===== src/rtl/vector_collect.sv =====
// Deserialises a 4-lane serial frame of NBEATS beats into a 32-bit vector.
// It reports the vector's population count and whether it matches the (size-1)-ones mask.
module vector_collect #(
  parameter int NBEATS = 8
) (
  input  logic        clock,
  input  logic        rst_n,
  input  logic        frame_en,
  input  logic        data_in1,
  input  logic        data_in2,
  input  logic        data_in3,
  input  logic        data_in4,
  input  logic [5:0]  size,
  output logic [31:0] vec_out,
  output logic [5:0]  ones_cnt,
  output logic        mask_ok,
  output logic        vec_valid,
  output logic        frame_err
);

  localparam int CW = (NBEATS > 1) ? $clog2(NBEATS) : 1;

  typedef enum logic [1:0] {
    IDLE  = 2'd0,
    SHIFT = 2'd1,
    HOLD  = 2'd2
  } state_t;

  state_t        state_reg, state_next;
  logic [CW-1:0] beat_cnt_reg, beat_cnt_next;
  logic [5:0]    size_q_reg, size_q_next;
  logic [31:0]   asm_reg, asm_next;
  logic [31:0]   vec_out_reg, vec_out_next;
  logic [5:0]    ones_cnt_reg, ones_cnt_next;
  logic          mask_ok_reg, mask_ok_next;
  logic          vec_valid_reg, vec_valid_next;
  logic          frame_err_reg, frame_err_next;

  logic [3:0]    lanes;
  logic [CW-1:0] beat_sel;
  logic [31:0]   asm_merged;
  logic [5:0]    size_eff;
  logic [5:0]    mask_len;
  logic [31:0]   exp_mask;
  logic          last_beat;

  function automatic logic [5:0] popcount(input logic [31:0] v);
    logic [5:0] c;
    c = '0;
    for (int i = 0; i < 32; i++) begin
      c = c + {5'd0, v[i]};
    end
    return c;
  endfunction

  assign lanes    = {data_in4, data_in3, data_in2, data_in1};
  assign beat_sel = (state_reg == IDLE) ? '0 : beat_cnt_reg;

  // The assembly as it will look once the current beat's lanes are merged in.
  generate
    for (genvar gi = 0; gi < 8; gi++) begin : g_beat
      if (gi < NBEATS) begin : g_used
        assign asm_merged[4*gi +: 4] = (beat_sel == CW'(gi)) ? lanes : asm_reg[4*gi +: 4];
      end else begin : g_unused
        assign asm_merged[4*gi +: 4] = 4'h0;
      end
    end
  endgenerate

  // On the beat-0 edge size_q is not loaded yet, so use the live size input.
  assign size_eff = (state_reg == IDLE) ? size : size_q_reg;
  assign mask_len = size_eff - 6'd1;

  always_comb begin
    exp_mask = 32'h0;
    if (size_eff >= 6'd2 && size_eff <= 6'd33) begin
      exp_mask = 32'hFFFF_FFFF >> (6'd32 - mask_len);
    end
  end

  assign last_beat = ((state_reg == IDLE) && (NBEATS == 1)) ||
                     ((state_reg == SHIFT) && (beat_cnt_reg == CW'(NBEATS - 1)));

  always_comb begin
    state_next     = state_reg;
    beat_cnt_next  = beat_cnt_reg;
    size_q_next    = size_q_reg;
    asm_next       = asm_reg;
    vec_out_next   = vec_out_reg;
    ones_cnt_next  = ones_cnt_reg;
    mask_ok_next   = mask_ok_reg;
    vec_valid_next = 1'b0;
    frame_err_next = 1'b0;

    unique case (state_reg)
      IDLE: begin
        if (frame_en) begin
          asm_next      = asm_merged;
          size_q_next   = size;
          beat_cnt_next = CW'(1);
          state_next    = SHIFT;
        end
      end
      SHIFT: begin
        if (frame_en) begin
          asm_next      = asm_merged;
          beat_cnt_next = beat_cnt_reg + CW'(1);
        end else begin
          asm_next       = '0;
          beat_cnt_next  = '0;
          frame_err_next = 1'b1;
          state_next     = IDLE;
        end
      end
      HOLD: begin
        if (!frame_en) begin
          state_next = IDLE;
        end
      end
      default: state_next = IDLE;
    endcase

    if (frame_en && last_beat) begin
      vec_out_next   = asm_merged;
      ones_cnt_next  = popcount(asm_merged);
      mask_ok_next   = (asm_merged == exp_mask);
      vec_valid_next = 1'b1;
      asm_next       = '0;
      beat_cnt_next  = '0;
      state_next     = HOLD;
    end
  end

  always_ff @(posedge clock) begin
    if (!rst_n) begin
      state_reg     <= IDLE;
      beat_cnt_reg  <= '0;
      size_q_reg    <= '0;
      asm_reg       <= '0;
      vec_out_reg   <= '0;
      ones_cnt_reg  <= '0;
      mask_ok_reg   <= 1'b0;
      vec_valid_reg <= 1'b0;
      frame_err_reg <= 1'b0;
    end else begin
      state_reg     <= state_next;
      beat_cnt_reg  <= beat_cnt_next;
      size_q_reg    <= size_q_next;
      asm_reg       <= asm_next;
      vec_out_reg   <= vec_out_next;
      ones_cnt_reg  <= ones_cnt_next;
      mask_ok_reg   <= mask_ok_next;
      vec_valid_reg <= vec_valid_next;
      frame_err_reg <= frame_err_next;
    end
  end

  assign vec_out   = vec_out_reg;
  assign ones_cnt  = ones_cnt_reg;
  assign mask_ok   = mask_ok_reg;
  assign vec_valid = vec_valid_reg;
  assign frame_err = frame_err_reg;

endmodule


===== config.mk =====
export PLATFORM = sky130hd
export DESIGN_NAME = vector_collect
export DESIGN_NICKNAME = d
export VERILOG_FILES = /design/src/rtl/vector_collect.sv
export SDC_FILE = /design/constraint.sdc
export NUM_CORES = 1
export LEC_CHECK = 0
export BUFFER_PORTS_ARGS = -buffer_cell sky130_fd_sc_hd__buf_4
export CAP_MARGIN = 10
export CORE_ASPECT_RATIO = 0.7
export CORE_MARGIN = 4
export CORE_UTILIZATION = 60
export DETAILED_ROUTE_END_ITERATION = 7
export PLACE_DENSITY = 0.9
export SETUP_SLACK_MARGIN = 0.5
export SLEW_MARGIN = 10
export SYNTH_ARGS = -nofsm -noshare
export SYNTH_HDL_FRONTEND = slang
export SYNTH_SLANG_ARGS = --single-unit

===== constraint.sdc =====
create_clock -name clock -period 10.9 [get_ports clock]
set_input_delay 1.09 -clock clock [delete_from_list [all_inputs] [get_ports clock]]
set_output_delay 1.09 -clock clock [all_outputs]
set_load 0.02 [all_outputs]

==> results of run 1 <==
==> cell usage in the layout, fill, tap and decap left out, types with 8 or more instances in the layout <==
cell / synthesis / final
sky130_fd_sc_hd__a21boi_0: 10 / 10
sky130_fd_sc_hd__a21oi_1: 23 / 23
sky130_fd_sc_hd__a22oi_1: 23 / 23
sky130_fd_sc_hd__buf_4: 2 / 57
sky130_fd_sc_hd__clkbuf_16: 0 / 9
sky130_fd_sc_hd__dfxtp_1: 84 / 84
sky130_fd_sc_hd__fa_1: 24 / 24
sky130_fd_sc_hd__ha_1: 15 / 15
sky130_fd_sc_hd__inv_1: 38 / 38
sky130_fd_sc_hd__mux2_2: 14 / 14
sky130_fd_sc_hd__mux2i_1: 19 / 18
sky130_fd_sc_hd__nand2_1: 59 / 58
sky130_fd_sc_hd__nand3_1: 14 / 14
sky130_fd_sc_hd__nor2_1: 71 / 71
sky130_fd_sc_hd__nor3_1: 8 / 8
sky130_fd_sc_hd__nor3b_1: 14 / 14
sky130_fd_sc_hd__o211a_1: 21 / 21
sky130_fd_sc_hd__o21ai_0: 15 / 15
==> power by group <==
group	internal [mW]	switching (mW)	total [mW]
sequential	0.311	0.00519	0.316
clock	0.179	0.135	0.313
combinational	0.0628	0.110	0.173
==> per-layer routing <==
layer	vias to the layer above	part of all wire, %
li1	2226	-
met2	270	44
met1	2374	43
met4	0	2.4
met5	-	0
met3	41	10
==> cell type report <==
class	count	area (um^2)
clock buffers	9	225.2
fillers	704	2507
flip-flops and latches	84	1682
clock inverters	7	73.82
multi-input cells	449	3468
repair buffers	57	427.9
well taps	120	150.1
inverters	41	153.9
==> worst max-delay path: cells and delay by family, from the launching register on <==
| family | cells | cell delay (ns) |
|---|---|---|
| AO/OA/AOI/OAI | 3 | 0.46 |
| XOR/XNOR | 1 | 0.16 |
| adder cells (fa/ha/maj) | 8 | 3.42 |
| buffers and inverters | 5 | 0.55 |
| flip-flops | 1 | 0.36 |
| multiplexers | 1 | 0.68 |
| AND/OR/NAND/NOR | 2 | 0.67 |
==> final timing paths <==
check	start	slack (ns)	endpoint	cells after the start
max	state_reg[0]$_SDFFE_PP0P_	4.48	ones_cnt[3]$_SDFFE_PN0P_	20
min	asm_reg[3]$_SDFFE_PP0P_	0.45	asm_reg[3]$_SDFFE_PP0P_	2
max reg2reg	state_reg[0]$_SDFFE_PP0P_	4.48	ones_cnt[3]$_SDFFE_PN0P_	20
min reg2reg	asm_reg[3]$_SDFFE_PP0P_	0.45	asm_reg[3]$_SDFFE_PP0P_	2
==> logic make-up (layout without fill, tap and decap cells) <==
logic type                 after synthesis  in the layout
and+or+nand+nor                        223            223
AOI/OAI and AO/OA                      141            141
DFF                                     84             84
buffers and inverters                   82            114
adders and majority gates               39             39
muxes                                   39             39
xor gates and xnor gates                 7              7
==> impl_metrics.csv, run 1 <==
group,metric,value,unit
synth,share_of_synthesized_flip_flops_with_an_asynchronous_set_or_reset,0,%
placed_design,place_congestion,0.9545,
global_routing,gr-total-overflow,0,
clock_tree,clock_latency,0.35,ns
timing,rsz0062_at_grt,"no",
finish,stdcell_count,767,
setup_path,worst-path-max-fanout,42,
route,post-route-drc-count,0,
synth,yosys.area_share.simple,22.55,%
setup_path,worstPathArrival,6.66,ns
synth,postSynth.topFlopCell,"sky130_fd_sc_hd__dfxtp_1",
synth,combinational_family_with_the_most_area_after_synthesis,"simple AND/OR/NAND/NOR gates",
placed_design,dpl.hpwl,11680,um
global_routing,global_route_wire_length_before_repair,25510,um
pwr,finalPower,0.8025,mW
global_routing,met3_usage,8.780,%
finish,final_core_util,71.14,%
synth,syn-num-nets,667,
synth,synthTopCellsByCount,"84 x sky130_fd_sc_hd__dfxtp_1, 71 x sky130_fd_sc_hd__nor2_1, 59 x sky130_fd_sc_hd__nand2_1",
synth,synth_enable_flop_cells,0,
timing,number_of_hold_violations_in_the_final_report,0,
global_routing,grt_util_met1,42.93,%
global_routing,gr-usage-all-layers,31.42,%
setup_path,critical_path.cell_chain,"inv_1 > ha_1 > buf_4 > and4bb_1 > mux2i_1 > fa_1 > fa_1 > inv_1 > fa_1 > fa_1 > fa_1 > inv_1 > fa_1 > inv_1 > ha_1 > a21o_1 > a21oi_1 > xor2_1 > o21ai_0 > and2_1",
floorplanning,core-area,0.008688,mm^2
timing,worst_slew_pin_slew,1.115,ns
route,router_iterations_before_antenna_repair,7,
clock_tree,clock_path_buffers,2,
clock_tree,clk_pin_slew,0.07,ns
pwr,worst_ir_drop_vdd,0.06858,mV
floorplanning,floorplan.io_pins,54,
timing,timing.setup.tns,0,ns
clock_tree,cts.sinks,84,
clock_tree,tritoncts,"yes",
finish,drive_gt1_share,19.63,%
synth,netlist.area_leader.share,30.55,%
route,drt_first_iter_violations,546,
synth,adder_cell_share_of_the_synthesized_area,12.14,%
synth,synth_largest_area_cell,"sky130_fd_sc_hd__dfxtp_1",
timing,final.hold.worst_slack,0.4548,ns
finish,design.final.nets,694,
pwr,power.leakage,2.832,nW
clock_tree,cts-root-buf,"sky130_fd_sc_hd__clkbuf_16",
synth,synth_cell_types,87,
timing,setup_slack,4.485,ns
timing,final-max-slew-violation-count,0,
synth,ys_warn_count,0,
floorplanning,initial_utilization,63.36,%
route,post_dr_vias_cell,6.403,
synth,synth.avg_cell_area,8.952,um^2
clock_tree,cts_repair_resize_count,0,
global_routing,top_usage_layer,"met2",
floorplanning,rows,28,
clock_tree,cts-htree-levels,3,
timing,clock.fmax,155.9,MHz
run,drv.max_cap_violation_count,0,
finish,antenna-diode-count,0,
setup_path,crit_path_end_kind,"register",
synth,syn-cell-area,0.005505,mm^2
route,num_vias,4911,
timing,minimum_clock_period_after_layout,6.415,ns
setup_path,worstSetupStartpointType,"register",
route,route.antenna.remaining_nets,0,
setup_path,timing.critical_path.mode_cell,"sky130_fd_sc_hd__fa_1",
synth,post_synthesis_mux_area_share,7.909,%
pwr,power_density,129.8,mW/mm^2
placed_design,dp_cells,751,
timing,timing.clock.skew,0.007477,ns
clock_tree,cts_made_buffers,9,
placed_design,place_ws,4.462,ns
global_routing,initial_antenna_violation_count,0,
route,wire_per_inst,20.84,um
setup_path,worstSetupPathType,"reg -> reg",
floorplanning,dieArea,0.01080,mm^2
finish,flow.area_growth_from_synthesis,12.27,%
synth,synth.area.top_cells,"sky130_fd_sc_hd__dfxtp_1 31%, sky130_fd_sc_hd__fa_1 8.7%, sky130_fd_sc_hd__nor2_1 4.8%",
global_routing,grt_pass1_vias,4742,
synth,synth_compound_area_share,19.16,%
timing,max-slew-margin-rel,25.70,%
global_routing,grt_max_degree,58,
synth,syn-instance-count,615,
timing,final_min_period_over_clock_period,58.85,%
min_path,worstHoldPathType,"reg -> reg",
clock_tree,post_cts_buffers,0,
setup_path,critical_path.max_stage_delay,0.68,ns
setup_path,worst-endpoint-required,11.15,ns
timing,count_of_endpoints_failing_setup_in_the_final_report,0,
placed_design,port_buffers,53,
floorplanning,floorplan.die.height,88.14,um
synth,synth_xor_area_share,1.114,%
synth,synth_seq_cells,84,
route,totalWireLength,15980,um
setup_path,critPathSlowestCell,"sky130_fd_sc_hd__mux2i_1",
global_routing,grtUsageMet2,48.60,%
finish,final_area,0.006181,mm^2
synth,synth-seq-area-share,30.55,%
floorplanning,die_w,122.5,um
synth,post-synth-top-count-cell,"sky130_fd_sc_hd__dfxtp_1",
placed_design,post_dp_cell_area,0.005879,mm^2
status,run_status,"finished, final reports clean",
clock_tree,postCtsHoldBufs,0,
No activity file was read; power rests on OpenSTA's default activity.
==> run 2, diff against run 1 <==
==> constraint.sdc (replaced) <==
create_clock -name clock -period 6.6 [get_ports clock]
set_input_delay 0.66 -clock clock [delete_from_list [all_inputs] [get_ports clock]]
set_output_delay 0.66 -clock clock [all_outputs]
set_load 0.02 [all_outputs]
==> impl_metrics.csv, run 2 (same netlist as run 1, synthesis figures left out) <==
group,metric,value,unit
finish,flow.area_growth_from_synthesis,16.82,%
timing,timing.setup.tns,0,ns
placed_design,place_ws,0.1594,ns
min_path,hold_path.startpoint,"asm_reg[10]$_SDFFE_PP0P_",
timing,rsz0062_at_grt,"no",
finish,final_area,0.006431,mm^2
pwr,worst_ir_drop_vdd,0.1684,mV
global_routing,initial_antenna_violation_count,0,
pwr,power.leakage,2.939,nW
global_routing,gr-usage-all-layers,32.60,%
placed_design,dpl.hpwl,12240,um
clock_tree,clock_latency,0.35,ns
run,drv.max_cap_violation_count,0,
pwr,p_sw_share,31.61,%
route,route.antenna.remaining_nets,0,
timing,setup_slack,0.6004,ns
min_path,worstHoldPathType,"reg -> reg",
timing,count_of_endpoints_failing_setup_in_the_final_report,0,
route,totalWireLength,17140,um
timing,max-slew-margin-rel,20.21,%
route,post-route-drc-count,0,
pwr,power_density,211.7,mW/mm^2
floorplanning,floorplan.die.height,88.14,um
floorplanning,rows,28,
placed_design,post_dp_cell_area,0.005947,mm^2
setup_path,timing.critical_path.mode_cell,"sky130_fd_sc_hd__fa_1",
pwr,clock_power_share,38.7,%
setup_path,worstPathArrival,6.24,ns
floorplanning,core-area,0.008688,mm^2
setup_path,critical_path.cell_chain,"inv_1 > ha_4 > nor4b_4 > mux2_4 > fa_1 > fa_1 > fa_1 > inv_1 > fa_1 > inv_1 > fa_1 > fa_1 > ha_1 > inv_1 > fa_2 > inv_1 > a21o_1 > a21oi_1 > xor2_1 > o21ai_0 > and2_1",
pwr,pwr-share-comb,22.9,%
setup_path,crit_path_end_kind,"register",
finish,drive_gt1_share,23.57,%
route,wire_per_inst,21.81,um
clock_tree,cts.sinks,84,
timing,timing.clock.skew,0.007129,ns
timing,final_min_period_over_clock_period,90.90,%
clock_tree,cts-root-buf,"sky130_fd_sc_hd__clkbuf_16",
route,num_vias,5063,
clock_tree,cts-htree-levels,3,
timing,number_of_hold_violations_in_the_final_report,0,
setup_path,worstSetupStartpointType,"register",
route,router_iterations_before_antenna_repair,5,
finish,antenna-diode-count,0,
floorplanning,dieArea,0.01080,mm^2
finish,design.final.nets,713,
setup_path,r2r_start,"state_reg[1]$_SDFFE_PN0P_",
timing,worst_slew_pin_slew,1.197,ns
route,drt_first_iter_violations,633,
floorplanning,die_w,122.5,um
clock_tree,clk_pin_slew,0.07,ns
setup_path,startpoint,"state_reg[1]$_SDFFE_PN0P_",
clock_tree,clock_path_buffers,2,
pwr,netSwitchingPower,0.4303,mW
clock_tree,tritoncts,"yes",
global_routing,grt_max_degree,58,
status,run_status,"finished, final reports clean",
global_routing,global_route_wire_length_before_repair,26450,um
finish,layout.cells.most_common,"sky130_fd_sc_hd__dfxtp_1",
timing,final-max-slew-violation-count,0,
global_routing,grt_pass1_vias,4931,
floorplanning,floorplan.io_pins,54,
clock_tree,cts_made_buffers,9,
floorplanning,initial_utilization,63.36,%
pwr,internal_power_component,0.9309,mW
finish,mostFrequentLayoutCells,"80 x sky130_fd_sc_hd__dfxtp_1, 75 x sky130_fd_sc_hd__buf_4, 71 x sky130_fd_sc_hd__nor2_1",
setup_path,critical_path.max_stage_delay,0.59,ns
finish,final_core_util,74.02,%
global_routing,gr-total-overflow,0,
route,post_dr_vias_cell,6.441,
pwr,share_seq_of_total_power,38.4,%
timing,minimum_clock_period_after_layout,6.000,ns
placed_design,place_congestion,1.002,
setup_path,worst-endpoint-required,6.84,ns
placed_design,port_buffers,53,
setup_path,worst-path-max-fanout,8,
timing,clock.fmax,166.7,MHz
setup_path,critPathSlowestCell,"sky130_fd_sc_hd__fa_1",
setup_path,worstSetupPathType,"reg -> reg",
==> run 2: cell types whose count changed in the layout (fill, tap and decap cells not counted), moves of 3 or more <==
cell                       before  now
sky130_fd_sc_hd__dfxtp_1       84   80
sky130_fd_sc_hd__mux2_4         1    8
sky130_fd_sc_hd__buf_4         57   75
sky130_fd_sc_hd__mux2_2        14    7
sky130_fd_sc_hd__and4bb_4       0    3
==> run 2: path summary, 6_finish.rpt <==
kind / slack (ns) / cells after the start / to
worst min-delay path: 0.46 / 2 / asm_reg[10]$_SDFFE_PP0P_
worst max register to register: 0.60 / 21 / ones_cnt[4]$_SDFFE_PN0P_
worst min register to register: 0.46 / 2 / asm_reg[10]$_SDFFE_PP0P_
worst max-delay path: 0.60 / 21 / ones_cnt[4]$_SDFFE_PN0P_
==> run 2: power groups by stage <==
stage	Clock (mW)	Combinational, mW	Sequential (mW)
floorplan	0	0.220	0.529
CTS	0.524	0.297	0.522
detailed placement	0	0.289	0.533
global placement	0	0.285	0.532
finish	0.526	0.312	0.523
global route	0.551	0.334	0.523
==> run 2: metrics by stage <==
step | std cells | total power [mW] | hold WS, ns
finish | 786 | 1.361 | 0.4572
global route | 786 | 1.408 | 0.4793
CTS | 781 | 1.343 | 0.4561
detailed placement | 760 | 0.8222 | 0.4483
global placement | 760 | 0.8175 | 0.4410
floorplan | 615 | 0.7494 | 0.4312
==> run 2: layer usage <==
layer  vias up  GRT usage [%]  part of all wire (%)
met4         2          11.48                   2.8
met3        50          9.942                    11
li1       2261              -                     -
met5         -          3.571                  0.33
met1      2436          44.14                    42
met2       314          49.35                    43
==> run 2: timing repair <==
item / 4_1_cts / 5_1_grt
pin swaps: 3 / 7
buffers inserted: 5 / 5
gates resized for setup: 11 / 19
setup endpoints to repair: 5 / 3
hold buffers: 0 / 0
==> run 2: cell type report <==
class / count / area [um^2]
inverters: 41 / 153.9
clock buffers: 11 / 242.7
flip-flops and latches: 84 / 1692
multi-input cells: 449 / 3561
fillers: 663 / 2257
repair buffers: 76 / 570.5
well taps: 120 / 150.1
clock inverters: 5 / 61.31
==> run 2: critical path: cells and delay by family (launching register included) <==
family / cells / cell delay, ns
multiplexers: 1 / 0.36
adder cells (fa/ha/maj): 9 / 3.71
flip-flops: 1 / 0.33
AND/OR/NAND/NOR: 2 / 0.56
XOR/XNOR: 1 / 0.15
buffers and inverters: 5 / 0.35
AO/OA/AOI/OAI: 3 / 0.42
==> run 3, diff against run 2 <==
--- a/config.mk
+++ b/config.mk
@@ -5,13 +5,13 @@
 export SDC_FILE = /design/constraint.sdc
 export NUM_CORES = 1
 export LEC_CHECK = 0
-export BUFFER_PORTS_ARGS = -buffer_cell sky130_fd_sc_hd__buf_4
 export CAP_MARGIN = 10
 export CORE_ASPECT_RATIO = 0.7
 export CORE_MARGIN = 4
 export CORE_UTILIZATION = 60
 export DETAILED_ROUTE_END_ITERATION = 7
-export PLACE_DENSITY = 0.9
+export DONT_BUFFER_PORTS = 1
+export PLACE_DENSITY = 0.85
 export SETUP_SLACK_MARGIN = 0.5
 export SLEW_MARGIN = 10
 export SYNTH_ARGS = -nofsm -noshare
==> impl_metrics.csv, run 3 (same netlist as run 1, synthesis figures left out) <==
group,metric,value,unit
timing,count_of_endpoints_failing_setup_in_the_final_report,0,
floorplanning,floorplan.io_pins,54,
timing,timing.setup.tns,0,ns
route,router_iterations_before_antenna_repair,6,
route,wire_per_inst,22.69,um
pwr,internal_power_component,1.031,mW
pwr,power_density,235.2,mW/mm^2
finish,flow.area_growth_from_synthesis,11.18,%
pwr,pwr-share-comb,20.4,%
route,post_dr_vias_cell,6.649,
finish,area.sequential,0.001687,mm^2
finish,mostFrequentLayoutCells,"80 x sky130_fd_sc_hd__dfxtp_1, 71 x sky130_fd_sc_hd__nor2_1, 59 x sky130_fd_sc_hd__nand2_1",
route,totalWireLength,16730,um
floorplanning,rows,28,
timing,worst_slew_pin_slew,1.134,ns
placed_design,dp_cells,709,
timing,final_min_period_over_clock_period,90.22,%
setup_path,worst-path-max-fanout,9,
finish,area_of_combinational_cells_with_multiple_inputs,0.003558,mm^2
setup_path,critPathSlowestCell,"sky130_fd_sc_hd__fa_1",
setup_path,critical_path.max_stage_delay,0.61,ns
global_routing,gr-total-overflow,0,
placed_design,port_buffers,0,
global_routing,initial_antenna_violation_count,0,
timing,clock.fmax,167.9,MHz
pwr,worst_ir_drop_vdd,0.2026,mV
clock_tree,clock_path_buffers,2,
floorplanning,die_w,122.5,um
finish,final_core_util,70.45,%
placed_design,dpl.hpwl,12040,um
pwr,p_sw_share,28.39,%
finish,drive_gt1_share,18.15,%
floorplanning,floorplan.die.height,88.14,um
setup_path,worstSetupStartpointType,"register",
pwr,power.leakage,2.703,nW
global_routing,global_route_wire_length_before_repair,26040,um
clock_tree,cts.sinks,84,
clock_tree,cts_made_buffers,9,
placed_design,post_dp_cell_area,0.005564,mm^2
route,post-route-drc-count,0,
finish,final_area,0.006121,mm^2
setup_path,crit_path_end_kind,"register",
floorplanning,initial_utilization,63.36,%
floorplanning,dieArea,0.01080,mm^2
clock_tree,cts-root-buf,"sky130_fd_sc_hd__clkbuf_16",
finish,final_layout_fill_cell_count,693,
route,num_vias,4900,
clock_tree,clock_latency,0.35,ns
timing,timing.clock.skew,0.008686,ns
pwr,clock_power_share,43.3,%
global_routing,grt_pass1_vias,4742,
finish,antenna-diode-count,0,
setup_path,worst-endpoint-required,6.84,ns
timing,number_of_hold_violations_in_the_final_report,0,
timing,max-slew-margin-rel,24.41,%
pwr,share_seq_of_total_power,36.3,%
finish,design.final.nets,665,
pwr,netSwitchingPower,0.4087,mW
clock_tree,tritoncts,"yes",
global_routing,grt_max_degree,58,
timing,final.hold.worst_slack,0.3811,ns
setup_path,worstPathArrival,6.19,ns
setup_path,worstSetupPathType,"reg -> reg",
status,run_status,"finished, final reports clean",
placed_design,place_congestion,1.003,
clock_tree,cts-htree-levels,3,
route,drt_first_iter_violations,558,
finish,layout.cells.most_common,"sky130_fd_sc_hd__dfxtp_1",
global_routing,gr-usage-all-layers,31.83,%
run,drv.max_cap_violation_count,0,
clock_tree,clk_pin_slew,0.07,ns
floorplanning,core-area,0.008688,mm^2
timing,minimum_clock_period_after_layout,5.954,ns
min_path,worstHoldPathType,"in -> reg",
finish,stdcell_count,737,
setup_path,critical_path.cell_chain,"buf_4 > nor4b_4 > buf_4 > mux2_4 > fa_1 > inv_1 > fa_1 > inv_1 > fa_1 > fa_1 > fa_1 > inv_1 > fa_1 > inv_1 > ha_1 > a21o_1 > a21oi_1 > xor2_1 > o21ai_0 > and2_1",
timing,rsz0062_at_grt,"no",
setup_path,timing.critical_path.mode_cell,"sky130_fd_sc_hd__fa_1",
timing,final-max-slew-violation-count,0,
route,route.antenna.remaining_nets,0,
==> run 3: changes by cell type in the layout (fill, tap and decap cells not counted), sizes merged <==
cell and change:
buf -48, clkinv -4, bufinv +3, clkbuf -2, clkinvlp +1, inv +1
==> run 3: layer usage <==
| metal | global-route usage, % | up-vias | share of wire [%] |
|---|---|---|---|
| li1 | - | 2170 | - |
| met1 | 42.28 | 2345 | 40 |
| met2 | 48.01 | 341 | 44 |
| met3 | 12.78 | 44 | 13 |
| met4 | 9.756 | 0 | 2.2 |
| met5 | 0 | - | 0 |
==> run 3: final cells by class <==
cell class,count,area share (%)
Inverter,41,2.555
Sequential cell,84,27.56
Clock inverter,6,2.228
Timing Repair Buffer,28,3.393
Clock buffer,9,3.679
Multi-Input combinational cell,449,58.14
Tap cell,120,2.453
==> run 3: per-stage QoR <==
step	power [mW]	setup WS [ns]
2_1_floorplan	0.7494	0.6309
4_1_cts	1.427	0.5375
6_report	1.440	0.6455
3_5_place_dp	0.8045	0.2489
5_1_grt	1.488	0.4505
3_3_place_gp	0.8016	0.4021
==> run 3: critical path, delay by kind of cell (launching register included) <==
kind / cells / cell delay (ns)
multiplexers: 1 / 0.37
AND/OR/NAND/NOR: 2 / 0.49
flip-flops: 1 / 0.39
buffers and inverters: 6 / 0.65
XOR/XNOR: 1 / 0.19
adder cells (fa/ha/maj): 7 / 3.29
AO/OA/AOI/OAI: 3 / 0.46
==> run 3: power groups by stage <==
stage | clock network (mW) | logic, mW | registers, mW
2_1_floorplan | 0 | 0.220 | 0.529
3_3_place_gp | 0 | 0.270 | 0.532
3_5_place_dp | 0 | 0.272 | 0.532
4_1_cts | 0.628 | 0.278 | 0.521
5_1_grt | 0.649 | 0.316 | 0.523
6_report | 0.623 | 0.294 | 0.522
==> run 3: timing repair <==
action	4_1_cts	5_1_grt
buffers inserted	2	11
hold buffers	0	0
pin swaps	2	13
endpoints found under the setup margin	4	4
resized for setup	11	19
==> run 3: final timing paths <==
kind	from	end	slack, ns	cells past startpoint
worst max register to register	beat_cnt_reg[0]$_SDFFE_PP0P_	ones_cnt[3]$_SDFFE_PN0P_	0.65	20
worst min register to register	asm_reg[10]$_SDFFE_PP0P_	asm_reg[10]$_SDFFE_PP0P_	0.46	2
worst max-delay path	beat_cnt_reg[0]$_SDFFE_PP0P_	ones_cnt[3]$_SDFFE_PN0P_	0.65	20
worst min-delay path	frame_en	frame_err$_SDFF_PN0_	0.38	1
